**config.mk**
```make
export PLATFORM = sky130hd
export DESIGN_NAME = cc_coef_loader_flat
export DESIGN_NICKNAME = d
export VERILOG_FILES = /design/src/rtl/cc_pkg.sv /design/src/rtl/cc_ctrl_if.sv /design/src/rtl/cc_frame_tracker.sv /design/src/rtl/cc_coef_loader.sv /design/src/flat_wrapper.sv
export SDC_FILE = /design/constraint.sdc
export NUM_CORES = 1
export LEC_CHECK = 0
export CELL_PAD_IN_SITES_DETAIL_PLACEMENT = 0
export CELL_PAD_IN_SITES_GLOBAL_PLACEMENT = 1
export CORE_ASPECT_RATIO = 0.75
export CORE_UTILIZATION = 46
export DETAILED_ROUTE_END_ITERATION = 7
export GPL_ROUTABILITY_DRIVEN = 0
export PLACE_DENSITY_LB_ADDON = 0.2
export SKIP_LAST_GASP = 1
export SYNTH_ARGS = -nofsm -noshare
export SYNTH_HDL_FRONTEND = slang
export SYNTH_SLANG_ARGS = --single-unit
```
**constraint.sdc**
```tcl
create_clock -name clk_i -period 2.85 [get_ports clk_i]
set_clock_uncertainty 0.2 [all_clocks]
set_input_delay 0.7125 -clock clk_i [delete_from_list [all_inputs] [get_ports clk_i]]
set_output_delay 0.7125 -clock clk_i [all_outputs]
set_load 0.1 [all_outputs]
```
**src/rtl/cc_pkg.sv**
```systemverilog
// Shared types and constants for the colour-correction coefficient loader.
// Defaults are the OV5640 calibration set, scaled to the configured fixed-point format.
package cc_pkg;

  localparam int COEF_NUM = 12;
  localparam logic [3:0] STATUS_ADDR = 4'd12;

  typedef enum logic [3:0] {
    A11 = 4'd0, A12 = 4'd1, A13 = 4'd2,  A14 = 4'd3,
    A21 = 4'd4, A22 = 4'd5, A23 = 4'd6,  A24 = 4'd7,
    A31 = 4'd8, A32 = 4'd9, A33 = 4'd10, A34 = 4'd11
  } coef_idx_t;

  typedef enum logic [1:0] {
    IDLE     = 2'd0,
    WAIT_EOF = 2'd1,
    SEND     = 2'd2
  } state_t;

  // Calibration values in units of 1e-4, converted to sign-magnitude at elaboration.
  localparam longint DEFAULT_E4 [COEF_NUM] = '{
    64'sd19808,    -64'sd6996,  -64'sd499,    -64'sd2368427,
    -64'sd3961,    64'sd15994,  -64'sd79,     -64'sd2062747,
    64'sd617,      -64'sd10097, 64'sd22212,   -64'sd2799075
  };

  function automatic logic [63:0] default_coef(input int idx, input int px_width,
                                               input int fract_width);
    longint value;
    longint mag;
    logic [63:0] result;
    value = DEFAULT_E4[idx];
    mag   = (value < 0) ? -value : value;
    mag   = (mag * (longint'(1) << fract_width) + 64'sd5000) / 64'sd10000;
    result = 64'(mag);
    if (value < 0) result[px_width + fract_width] = 1'b1;
    return result;
  endfunction

endpackage

```
**src/rtl/cc_ctrl_if.sv**
```systemverilog
// Coefficient update channel between the loader (master) and the colour corrector.
interface cc_ctrl_if #(
  parameter int COEF_WIDTH = 20
);
  logic                  coef_lock;
  logic [3:0]            coef_sel;
  logic [COEF_WIDTH:0]   coef;

  modport master (output coef_lock, coef_sel, coef);
  modport slave  (input  coef_lock, coef_sel, coef);
endinterface

```
**src/rtl/cc_frame_tracker.sv**
```systemverilog
// Counts completed lines of the snooped video stream and pulses eof_o on the
// handshake that ends the last active line of a full-height frame.
module cc_frame_tracker #(
  parameter int FRAME_HEIGHT = 1080
) (
  input  logic clk_i,
  input  logic rst_n_i,
  input  logic vid_tvalid_i,
  input  logic vid_tready_i,
  input  logic vid_tuser_i,
  input  logic vid_tlast_i,
  output logic eof_o
);

  localparam int CNT_W = $clog2(FRAME_HEIGHT + 1);
  localparam logic [CNT_W-1:0] PARKED    = CNT_W'(FRAME_HEIGHT);
  localparam logic [CNT_W-1:0] LAST_LINE = CNT_W'(FRAME_HEIGHT - 1);

  logic [CNT_W-1:0] line_cnt;
  logic [CNT_W-1:0] line_base;
  logic             hs;

  assign hs        = vid_tvalid_i & vid_tready_i;
  // A SOF beat starts line 0 even if the counter is still parked from a previous frame.
  assign line_base = vid_tuser_i ? '0 : line_cnt;
  assign eof_o     = hs & vid_tlast_i & (line_base == LAST_LINE);

  always_ff @(posedge clk_i) begin
    if (!rst_n_i) begin
      line_cnt <= PARKED;
    end else if (hs) begin
      if (vid_tuser_i) begin
        line_cnt <= vid_tlast_i ? CNT_W'(1) : '0;
      end else if (vid_tlast_i && line_cnt < PARKED) begin
        line_cnt <= line_cnt + CNT_W'(1);
      end
    end
  end

endmodule

```
**src/rtl/cc_coef_loader.sv**
```systemverilog
// CSR shadow bank of 12 colour-correction coefficients, streamed to the corrector on apply.
// Build option: CC_FRAME_SYNC_EN holds each burst until the end of a full video frame.
module cc_coef_loader
  import cc_pkg::*;
#(
  parameter int PX_WIDTH       = 10,
  parameter int FRACT_WIDTH    = 10,
  parameter int FRAME_HEIGHT   = 1080,
  parameter int CSR_DATA_WIDTH = 32
) (
  input  logic                      clk_i,
  input  logic                      rst_n_i,
  input  logic                      csr_wr_i,
  input  logic                      csr_rd_i,
  input  logic [3:0]                csr_addr_i,
  input  logic [CSR_DATA_WIDTH-1:0] csr_wdata_i,
  output logic [CSR_DATA_WIDTH-1:0] csr_rdata_o,
  input  logic                      csr_apply_i,
  input  logic                      vid_tvalid_i,
  input  logic                      vid_tready_i,
  input  logic                      vid_tuser_i,
  input  logic                      vid_tlast_i,
  output logic                      busy_o,
  cc_ctrl_if.master                 cc_ctrl_o
);

  localparam int COEF_WIDTH = PX_WIDTH + FRACT_WIDTH;
  localparam int COEF_W     = COEF_WIDTH + 1;

  logic [COEF_WIDTH:0] defaults [COEF_NUM];
  logic [COEF_WIDTH:0] shadow   [COEF_NUM];
  logic [COEF_WIDTH:0] staging  [COEF_NUM];

  state_t              state;
  logic [3:0]          idx;
  logic [3:0]          next_idx;
  logic                deferred;
  logic                coef_lock;
  logic [3:0]          coef_sel;
  logic [COEF_WIDTH:0] coef;
  logic                unused_bits;

  for (genvar g = 0; g < COEF_NUM; g++) begin : g_default
    localparam logic [COEF_WIDTH:0] VALUE = COEF_W'(default_coef(g, PX_WIDTH, FRACT_WIDTH));
    assign defaults[g] = VALUE;
  end

  assign next_idx = idx + 4'd1;

  assign cc_ctrl_o.coef_lock = coef_lock;
  assign cc_ctrl_o.coef_sel  = coef_sel;
  assign cc_ctrl_o.coef      = coef;

`ifdef CC_FRAME_SYNC_EN
  logic eof;

  cc_frame_tracker #(
    .FRAME_HEIGHT (FRAME_HEIGHT)
  ) u_frame_tracker (
    .clk_i        (clk_i),
    .rst_n_i      (rst_n_i),
    .vid_tvalid_i (vid_tvalid_i),
    .vid_tready_i (vid_tready_i),
    .vid_tuser_i  (vid_tuser_i),
    .vid_tlast_i  (vid_tlast_i),
    .eof_o        (eof)
  );

  assign unused_bits = ^csr_wdata_i[CSR_DATA_WIDTH-1:COEF_W];
`else
  assign unused_bits = ^{csr_wdata_i[CSR_DATA_WIDTH-1:COEF_W],
                         vid_tvalid_i, vid_tready_i, vid_tuser_i, vid_tlast_i};
`endif

  // NOTE: the shadow bank is reset like any other register because its reset
  // value is the calibration set, not don't-care storage.
  always_ff @(posedge clk_i) begin
    if (!rst_n_i) begin
      shadow      <= defaults;
      csr_rdata_o <= '0;
    end else begin
      if (csr_wr_i && csr_addr_i < STATUS_ADDR) begin
        shadow[csr_addr_i] <= csr_wdata_i[COEF_WIDTH:0];
      end
      if (csr_rd_i) begin
        if (csr_addr_i < STATUS_ADDR) begin
          csr_rdata_o <= CSR_DATA_WIDTH'(shadow[csr_addr_i]);
        end else if (csr_addr_i == STATUS_ADDR) begin
          csr_rdata_o <= CSR_DATA_WIDTH'({deferred, busy_o, state});
        end else begin
          csr_rdata_o <= '0;
        end
      end
    end
  end

  // NOTE: every state and output register here is assigned with <= so that all
  // branches see the values from before the edge, exactly like the hardware.
  always_ff @(posedge clk_i) begin
    if (!rst_n_i) begin
      state     <= IDLE;
      idx       <= '0;
      deferred  <= 1'b0;
      busy_o    <= 1'b0;
      staging   <= defaults;
      coef_lock <= 1'b0;
      coef_sel  <= '0;
      coef      <= '0;
    end else begin
      unique case (state)
        IDLE: begin
          if (csr_apply_i) begin
            staging <= shadow;
            busy_o  <= 1'b1;
`ifdef CC_FRAME_SYNC_EN
            state   <= WAIT_EOF;
`else
            // Staging loads at this same edge, so beat 0 comes straight from the shadow.
            state     <= SEND;
            idx       <= '0;
            coef_lock <= 1'b1;
            coef_sel  <= '0;
            coef      <= shadow[0];
`endif
          end
        end
`ifdef CC_FRAME_SYNC_EN
        WAIT_EOF: begin
          if (csr_apply_i) staging <= shadow;
          if (eof) begin
            state     <= SEND;
            idx       <= '0;
            coef_lock <= 1'b1;
            coef_sel  <= '0;
            coef      <= csr_apply_i ? shadow[0] : staging[0];
          end
        end
`endif
        SEND: begin
          if (idx != A34) begin
            idx      <= next_idx;
            coef_sel <= next_idx;
            coef     <= staging[next_idx];
            if (csr_apply_i) deferred <= 1'b1;
          end else if (deferred || csr_apply_i) begin
            staging  <= shadow;
            deferred <= 1'b0;
`ifdef CC_FRAME_SYNC_EN
            state     <= WAIT_EOF;
            coef_lock <= 1'b0;
            coef_sel  <= '0;
            coef      <= '0;
`else
            idx       <= '0;
            coef_sel  <= '0;
            coef      <= shadow[0];
`endif
          end else begin
            state     <= IDLE;
            busy_o    <= 1'b0;
            coef_lock <= 1'b0;
            coef_sel  <= '0;
            coef      <= '0;
          end
        end
        default: begin
          state     <= IDLE;
          busy_o    <= 1'b0;
          coef_lock <= 1'b0;
          coef_sel  <= '0;
          coef      <= '0;
        end
      endcase
    end
  end

endmodule

```
**src/flat_wrapper.sv**
```systemverilog
// flat-port wrapper written by rule: the top's interface ports become plain ports
module cc_coef_loader_flat import cc_pkg::*;
#(
  parameter int PX_WIDTH       = 10,
  parameter int FRACT_WIDTH    = 10,
  parameter int FRAME_HEIGHT   = 1080,
  parameter int CSR_DATA_WIDTH = 32
)
  (clk_i, rst_n_i, csr_wr_i, csr_rd_i, csr_addr_i, csr_wdata_i, csr_rdata_o, csr_apply_i, vid_tvalid_i, vid_tready_i, vid_tuser_i, vid_tlast_i, busy_o, cc_ctrl_o_coef_lock, cc_ctrl_o_coef_sel, cc_ctrl_o_coef);
  cc_ctrl_if cc_ctrl_o_i ();
  input  logic clk_i;
  input  logic rst_n_i;
  input  logic csr_wr_i;
  input  logic csr_rd_i;
  input  logic [3:0] csr_addr_i;
  input  logic [CSR_DATA_WIDTH-1:0] csr_wdata_i;
  output logic [CSR_DATA_WIDTH-1:0] csr_rdata_o;
  input  logic csr_apply_i;
  input  logic vid_tvalid_i;
  input  logic vid_tready_i;
  input  logic vid_tuser_i;
  input  logic vid_tlast_i;
  output logic busy_o;
  output wire logic [$bits(cc_ctrl_o_i.coef_lock)-1:0] cc_ctrl_o_coef_lock;
  output wire logic [$bits(cc_ctrl_o_i.coef_sel)-1:0] cc_ctrl_o_coef_sel;
  output wire logic [$bits(cc_ctrl_o_i.coef)-1:0] cc_ctrl_o_coef;
  assign cc_ctrl_o_coef_lock = cc_ctrl_o_i.coef_lock;
  assign cc_ctrl_o_coef_sel = cc_ctrl_o_i.coef_sel;
  assign cc_ctrl_o_coef = cc_ctrl_o_i.coef;
  cc_coef_loader #(.PX_WIDTH(PX_WIDTH), .FRACT_WIDTH(FRACT_WIDTH), .FRAME_HEIGHT(FRAME_HEIGHT), .CSR_DATA_WIDTH(CSR_DATA_WIDTH)) u_core (.clk_i(clk_i), .rst_n_i(rst_n_i), .csr_wr_i(csr_wr_i), .csr_rd_i(csr_rd_i), .csr_addr_i(csr_addr_i), .csr_wdata_i(csr_wdata_i), .csr_rdata_o(csr_rdata_o), .csr_apply_i(csr_apply_i), .vid_tvalid_i(vid_tvalid_i), .vid_tready_i(vid_tready_i), .vid_tuser_i(vid_tuser_i), .vid_tlast_i(vid_tlast_i), .busy_o(busy_o), .cc_ctrl_o(cc_ctrl_o_i));
endmodule
```
# == After elaboration in Yosys (flattened, before gate mapping) ==
# Cells that the tools add are included.
# classes
reduce_logical,10
bitwise_logic,2
order_cmp,4
add_sub_neg,1
n_mux,35
eq_ne,9
# ops
op,count
252-bit 2-to-1 mux,3
252-bit one-hot mux with 2 select lines,1
252-bit bitwise mux,1
21-bit binary-select mux with 4-bit select,2
21-bit 2-to-1 mux,8
21-bit demux with 4-bit select,1
21-bit one-hot mux with 2 select lines,1
32-bit 2-to-1 mux,1
4-bit 2-to-1 mux,5
4-bit one-hot mux with 2 select lines,2
5-bit greater-or-equal comparator (second input constant),2
4-bit NOT with 5-bit output,2
3-bit AND reduction,3
2-bit != test (second input constant),4
2-bit 2-to-1 mux,3
5-bit by 1-bit less-than comparator with 1-bit output (second input constant),1
1-bit 2-to-1 mux,5
4-bit by 1-bit adder with 4-bit output (second input constant),1
4-bit equality test (second input constant),1
4-bit less-than comparator (second input constant),1
4-bit != test (second input constant),1
2-bit one-hot mux with 2 select lines,1
4-bit AND reduction,1
2-bit nonzero test,2
other kinds (7),8
# totals
word_cells,92
inputBits,45
regBits,569
out_inout_bits,59

# == Logic depth before layout (Yosys ltp) ==
# Gate-level depths: netlist of run 1.
# logic_depth
ltp_word,7
ltp_mapped,8
depth_no_buf,5

# == Worst setup path after synthesis of run 1 ==
# OpenSTA, ideal clock, no wires.
# synth_path
path_kind,register -> register
from,register u_core.state[1]
to,"register u_core.coef[10], in the netlist u_core.cc_ctrl_o.coef[10]"
period_less_slack_ns,2.556
stages_incl_launch_ff,7
slack_ns,0.294
setup_time_ns,0.129
arrival_ns,2.227
cell_sequence,dfxtp_1 > buf_2 > clkbuf_1 > o21ai_0 > dlygate4sd1_1 > nand3_1 > o211ai_2
# synth_via
elab_chain_len,2
# synth_lines
item,line,rtl
"start, declared",cc_coef_loader.sv:34,state_t state;
"start signal, assigned",cc_coef_loader.sv:101,state <= IDLE;
"start signal, assigned",cc_coef_loader.sv:119,state <= SEND;
"start signal, assigned",cc_coef_loader.sv:159,state <= IDLE;
2-bit equality test / 2-bit logical NOT (equally long branches),cc_coef_loader.sv:110,unique case (state)
21-bit one-hot mux with 2 select lines / 2-bit != test (equally long branches),-,
"end signal, assigned",cc_coef_loader.sv:123,coef <= shadow[0];
"end signal, assigned",cc_coef_loader.sv:143,coef <= staging[next_idx];
"end signal, assigned",cc_coef_loader.sv:156,coef <= shadow[0];
"end, declared",cc_coef_loader.sv:40,logic [COEF_WIDTH:0] coef;
# Parallel ways exist; a longest one is shown, timed or not.
# A chain may end at the register's enable or synchronous reset.

# == Worst setup path after layout of run 1 ==
# layout_path
from,register u_core.idx[1]
to,"register u_core.coef[1], in the netlist u_core.cc_ctrl_o.coef[1]"
# layout_via
elab_chain_len,7
# layout_lines
item,line,rtl
"start, declared",cc_coef_loader.sv:35,logic [3:0] idx;
"start signal, assigned",cc_coef_loader.sv:141,idx <= next_idx;
4-bit by 1-bit adder with 4-bit output,cc_coef_loader.sv:48,assign next_idx = idx + 4'd1;
4-bit NOT with 5-bit output (not written as such),cc_coef_loader.sv:143,
21-bit binary-select mux with 4-bit select,cc_coef_loader.sv:143,
21-bit 2-to-1 mux (not written as such) (2 in a row),cc_coef_loader.sv:143,
21-bit 2-to-1 mux (*),cc_coef_loader.sv:140,if (idx != A34) begin
21-bit one-hot mux with 2 select lines (*),cc_coef_loader.sv:110,
# Mark *: on every way between the ends. The rest lies on a longest branch, timed or not. The select of a mux whose other input is x is not followed.

==> flow_summary.toml, run 1 <==
[run_status]
status = "finished clean"

[logic_synthesis]
synthCells = 2849
syn_avg_cell_area_sq_um = 8.455
synth_edf_count = 0
ys_async_sr_fraction = 0
synth-seq-cells = 556
synthFlopType = "dfxtp_1"
yosys_warnings = 0
synth.distinct_cells = 58
yosysSeqAreaShare = 0.4621
yosysTopAreaCellShare = 0.4621
synth_top_area_cell = "dfxtp_1"
syn-cell-area_sq_um = 24090
synthTopCellsByArea = "dfxtp_1 (46%), nand2_1 (16%), mux4_2 (9.2%)"

[clocking]
clk_path_buf_depth = 3
cts_resized = 0
cts_buffers = 55
cts_tree = "built"
path_clk_slew_ns = 0.07
htreeDepth = 2
cts-root-buf = "clkbuf_16"
post_cts_buffers = 0
postCtsHoldBufs = 0
clk_latency_ns = 0.63
clkSinkCount = 556

[place]
dp_cells = 3518
port_buffers = 77
dp_hpwl_microns = 53530
dp_slack_ns = -0.02783

[cells_and_area]
final_common_cell = "nand2_1"
syn_to_final_growth_pct = 16.29
drive_above_1_share = 0.1635
utilization = 0.5427
layout.nets = 2918
fin_cells = 3614
n_antenna_cell = 0
final_cell_mix = "nand2_1 (1014), dfxtp_1 (555), a21oi_1 (393)"

[flow_run]
cap_violations = 0

[power]
p_int_mw = 12.92
pwr_density_cell_nw_per_um2 = 634.5
seqPwrFrac = 0.459
p_comb_frac = 0.128
irDropWorstVdd_mv = 0.4910
power_frac_clock = 0.413
switching_power_mw = 4.854
switching_share = 0.2731
power_leakage_nw = 10.66

[die]
rows = 72
die_y_microns = 200.2
die_area_sq_um = 53300
core_area_sq_um = 51620
start_util = 0.4667
io_pins = 104
die_w_microns = 266.2

[worst_setup_path]
cp_cell_sequence = "ha_4 -> xor2_4 -> buf_4 -> mux4_1 -> a21oi_1 -> o211ai_1"
worstRegToRegCells = 6
endpoint_kind = "register"
worstPathMaxFanout = 16
required_ns = 3.15
crit_path_start_kind = "register"
reg2reg_slack_ns = 0.25
cp.arrival_ns = 2.90
crit_path_top_delay_cell = "mux4_1"
critical_path_class = "register to register"
slowest_delay_ns = 0.59

[sta]
fin_ws_ns = 0.2500
fin_crit_ns = 2.600
rsz0062_at_grt = "no"
setup_viol = 0
hold_viol_final = 0
maxSlewHeadroom = 0.5610
finalSetupTns_ns = 0
period_share = 0.9123
holdWs_ns = 0.2405
tightest_slew_ns = 0.6527
timing.fmax_ghz = 0.3846
slew_viol_final = 0

[routing]
vias_per_cell = 5.807
drc = 0
drtAntennaViolNets = 0
vias = 20990
first_pass_iters = 6
routed_wl_microns = 82910
wl_per_cell_microns = 22.94
drt_iter0_drc = 2308

[global_route]
antenna_found_initial = 2
grt_max_degree = 87
grt_usage = 0.3088
grt_pass1_wl_microns = 124500
grt_pass1_vias = 19690
grt_overflow_total = 0

[min_path]
hold_class = "input pin to register"
hold_depth = 2
per-stage QoR:
step / power, mW / area, sq um
finish: 17.77 / 28010
global route: 18.31 / 28010
CTS: 17.84 / 28010
detailed placement: 10.57 / 26230
global placement: 10.55 / 26230
floorplan: 9.761 / 24130
path summary, 6_finish.rpt:
| kind | from | endpoint |
|---|---|---|
| setup / recovery | u_core.idx[1] | u_core.cc_ctrl_o.coef[1] |
| hold / removal | rst_n_i | u_core.shadow[64] |
| setup reg to reg | u_core.idx[1] | u_core.cc_ctrl_o.coef[1] |
| hold reg to reg | u_core.staging[191] | u_core.staging[191] |
state kept, by name (all words and copies together), names as in the netlist:
| register | flops |
|---|---|
| u_core.shadow | 252 |
| u_core.staging | 252 |
| u_core.cc_ctrl_o.coef | 21 |
| u_core.csr_rdata_o | 21 |
| u_core.cc_ctrl_o.coef_sel | 4 |
| u_core.idx | 4 |
| u_core.deferred | 1 |
| u_core.state | 1 |
cells by family (layout without fill, tap and decap cells):
logic type	count (synthesis)	after routing	synth area share
compound gates	538	538	0.1312
buf+inv	292	344	0.05500
mux	192	192	0.1369
simple gates	1268	1268	0.2131
fa+ha+maj	1	1	0.0005193
xor+xnor	1	1	0.001143
other cells	1	11	0.0001557
flops	556	556	0.4621
per-layer routing:
layer  up-vias  GRT usage  wire length, microns
met4         4     0.1014                  2495
met5         -          0                    28
li1       9709          -                     -
met3       163    0.06381                  7315
met2       933     0.4646                 36200
met1     10180     0.4410                 36870
power by group through the flow:
stage / sequential, mW / combinational, mW / clock [mW]
global route: 8.17 / 2.41 / 7.73
floorplan: 8.56 / 1.20 / 0
finish: 8.15 / 2.28 / 7.35
global placement: 8.31 / 2.24 / 0
detailed placement: 8.32 / 2.26 / 0
CTS: 8.14 / 2.27 / 7.43
worst max-delay path: cells and delay by family, from the launching register on:
| family | cells | cell delay, ns |
|---|---|---|
| adders and majority gates | 1 | 0.25 |
| DFF | 1 | 0.47 |
| buffers and inverters | 1 | 0.35 |
| AOI/OAI and AO/OA | 2 | 0.38 |
| xor gates and xnor gates | 1 | 0.21 |
| muxes | 1 | 0.59 |
layout make-up:
| cell class | count | area, sq um |
|---|---|---|
| fillers | 4783 | 23610 |
| multi-input cells | 2011 | 11770 |
| flip-flops and latches | 556 | 11130 |
| repair buffers | 227 | 2356 |
| clock buffers | 87 | 1678 |
| well taps | 703 | 879.6 |
| clock inverters | 9 | 110.1 |
| inverters | 21 | 86.33 |
cells in the mapped netlist, types with 3 or more instances:
cell / instances
clkbuf_1: 160
o21ai_0: 24
o21a_1: 20
o211ai_2: 14
nand3b_1: 4
o211a_1: 20
mux2i_1: 47
nand2b_1: 5
mux4_2: 98
a21oi_2: 6
o311ai_0: 18
nand3_1: 195
o211ai_1: 26
mux4_1: 6
nand2_1: 1014
or3_1: 6
inv_1: 21
nor3b_1: 3
buf_4: 20
mux2_2: 41
nor2_1: 14
buf_2: 81
dfxtp_1: 556
or2_2: 6
nor3_1: 8
a21oi_1: 394
buf_1: 4
No activity file was read; power rests on OpenSTA's default activity.
==> run 2: changes to the inputs <==
--- a/config.mk
+++ b/config.mk
@@ -5,10 +5,11 @@
 export SDC_FILE = /design/constraint.sdc
 export NUM_CORES = 1
 export LEC_CHECK = 0
+export ABC_AREA = 1
 export CELL_PAD_IN_SITES_DETAIL_PLACEMENT = 0
 export CELL_PAD_IN_SITES_GLOBAL_PLACEMENT = 1
 export CORE_ASPECT_RATIO = 0.75
-export CORE_UTILIZATION = 46
+export CORE_UTILIZATION = 44
 export DETAILED_ROUTE_END_ITERATION = 7
 export GPL_ROUTABILITY_DRIVEN = 0
 export PLACE_DENSITY_LB_ADDON = 0.2
==> flow_summary.toml, run 2 <==
[global_route]
grt_max_degree = 152
grt_overflow_total = 0
grt_pass1_wl_microns = 130200
grt_pass1_vias = 21400
antenna_found_initial = 2
grt_usage = 0.3047

[die]
die_area_sq_um = 56310
core_area_sq_um = 54530
io_pins = 104
start_util = 0.4467
rows = 74
die_y_microns = 205.8
die_w_microns = 273.7

[cells_and_area]
largestRegisters = "u_core.shadow (252), u_core.staging (252)"
layout.nets = 3580
final_common_cell = "nand2_1"
fin_cells = 4302
syn_to_final_growth_pct = 14.36
drive_above_1_share = 0.08326
final_cell_mix = "nand2_1 (836), dfxtp_1 (555), nor2_1 (383)"

[routing]
drt_iter0_drc = 2345
routed_wl_microns = 86400
vias_per_cell = 5.443
drc = 0
first_pass_iters = 6
drtAntennaViolNets = 0
vias = 23420
wl_per_cell_microns = 20.08

[sta]
period_share = 0.8664
timing.fmax_ghz = 0.4050
setup_viol = 0
fin_ws_ns = 0.3808
slew_viol_final = 0
maxSlewHeadroom = 0.4636
tightest_slew_ns = 0.8020
finalSetupTns_ns = 0
fin_crit_ns = 2.469
rsz0062_at_grt = "no"
hold_viol_final = 0

[logic_synthesis]
yosysMostFrequentCell = "nand2_1"
synth_top_area_cell = "dfxtp_1"
yosys_warnings = 0
syn-cell-area_sq_um = 24360
synthFlopType = "dfxtp_1"
yosysSeqAreaShare = 0.4570
syn_avg_cell_area_sq_um = 6.827
synth.distinct_cells = 27
yosysTopAreaCellShare = 0.4570
ys_async_sr_fraction = 0
synth_common_cells = "nand2_1 (836), dfxtp_1 (556), nor2_1 (391)"
synth-seq-cells = 556
synth_edf_count = 0
synthCells = 3568
synthTopCellsByArea = "dfxtp_1 (46%), nand2_1 (13%), o21ai_0 (7.7%)"

[worst_setup_path]
cp.buffers_inverters = 2
cp_cell_sequence = "ha_4 -> inv_1 -> buf_4 -> nand3_1 -> nand3_1 -> nand3_1 -> nand2_1 -> nand2_1 -> a21oi_1"
crit-reg2reg-launch = "u_core.idx[0]"
critical_path_class = "register to register"
crit_path_start_kind = "register"
worstRegToRegCells = 9
cp_common_cell = "nand3_1"
cp.arrival_ns = 2.83
crit_path_top_delay_cell = "buf_4"
endpoint_kind = "register"
required_ns = 3.21
worstPathMaxFanout = 27
crit_family = "simple AND/OR/NAND/NOR gates"
reg2reg_slack_ns = 0.38
r2r_end = "u_core.cc_ctrl_o.coef[3]"
slowest_delay_ns = 0.47

[clocking]
path_clk_slew_ns = 0.06
htreeDepth = 2
cts_resized = 0
cts-root-buf = "clkbuf_16"
postCtsHoldBufs = 0
cts_buffers = 56
clkSinkCount = 556
clk_path_buf_depth = 3
post_cts_buffers = 0
clk_latency_ns = 0.63
cts_tree = "built"

[run_status]
status = "finished clean"

[power]
pwr_density_cell_nw_per_um2 = 666.3
power_leakage_nw = 12.26
irDropWorstVdd_mv = 0.4669
power.total_mw = 18.56

[place]
dp_cells = 4198
dp_slack_ns = 0.08268
port_buffers = 77
dp_hpwl_microns = 54480

[min_path]
hold_end = "u_core.shadow[180]"
hold_class = "input pin to register"
hp-start = "rst_n_i"
hold_depth = 2

[flow_run]
cap_violations = 0
==> run 2: cell types whose count changed after synthesis, sizes merged, moves of 104 or more <==
cell   change
nor2     +384
o21ai    +530
inv      +292
mux4     -104
nand2    -177
a21oi    -109
==> run 2: worst reg2reg max path, cell delays in order (launching register included) <==
cell     delay (ns)
dfxtp_4        0.39
ha_4           0.46
inv_1          0.14
buf_4          0.47
nand3_1        0.24
nand3_1        0.11
nand3_1        0.08
nand2_1        0.13
nand2_1        0.06
a21oi_1        0.12
==> run 2: layout make-up <==
type                    instances  area (sq um)
clock inverters                 9         58.81
well taps                     722         903.4
flip-flops and latches        556         11130
clock buffers                  94          1755
repair buffers                192          1953
inverters                     315          1190
multi-input cells            2413         10860
diodes                          1         2.502
fillers                      5462         26680
==> run 2: per-stage QoR <==
stage                     utilization  hold slack (ns)  area [sq um]
final                          0.5108           0.2167         27860
after global routing           0.5108           0.2281         27860
after CTS                      0.5108           0.1868         27850
after detailed placement       0.4775           0.2432         26040
after global placement         0.4775           0.2378         26040
after floorplan                     -           0.2292         24400
==> run 2: worst max-delay path by stage <==
stage                     depth (start not counted)  slack, ns                startpoint                        to
after CTS                                         1       0.37  u_core.cc_ctrl_o.coef[9]         cc_ctrl_o_coef[9]
after detailed placement                          7       0.08             csr_addr_i[2]          u_core.shadow[1]
after global placement                            7       0.12             csr_addr_i[2]          u_core.shadow[1]
after floorplan                                   8       0.37           u_core.state[1]       u_core.staging[127]
final                                             9       0.38             u_core.idx[0]  u_core.cc_ctrl_o.coef[3]
after global routing                              9       0.30             u_core.idx[0]  u_core.cc_ctrl_o.coef[3]
==> run 2: layer usage <==
| metal | share of wire | GRT usage | vias up |
|---|---|---|---|
| li1 | - | - | 11420 |
| met5 | 0 | 0 | - |
| met3 | 0.076 | 0.04260 | 129 |
| met1 | 0.46 | 0.4303 | 10990 |
| met4 | 0.028 | 0.09497 | 0 |
| met2 | 0.44 | 0.4779 | 883 |
==> run 2: cells by family after synthesis <==
logic type / after synthesis / share of synthesized area
simple gates: 1461 / 0.2379
other cells: 1 / 0.0001540
xor+xnor: 3 / 0.001079
fa+ha+maj: 1 / 0.0005136
compound gates: 937 / 0.2018
flops: 556 / 0.4570
buf+inv: 609 / 0.1016
==> run 2: power breakdown <==
part	internal, mW	switching (mW)	leakage, nW
sequential	8.19	0.200	4.55
clock	4.17	3.23	0.893
combinational	0.808	1.97	6.82
total	13.2	5.40	12.3
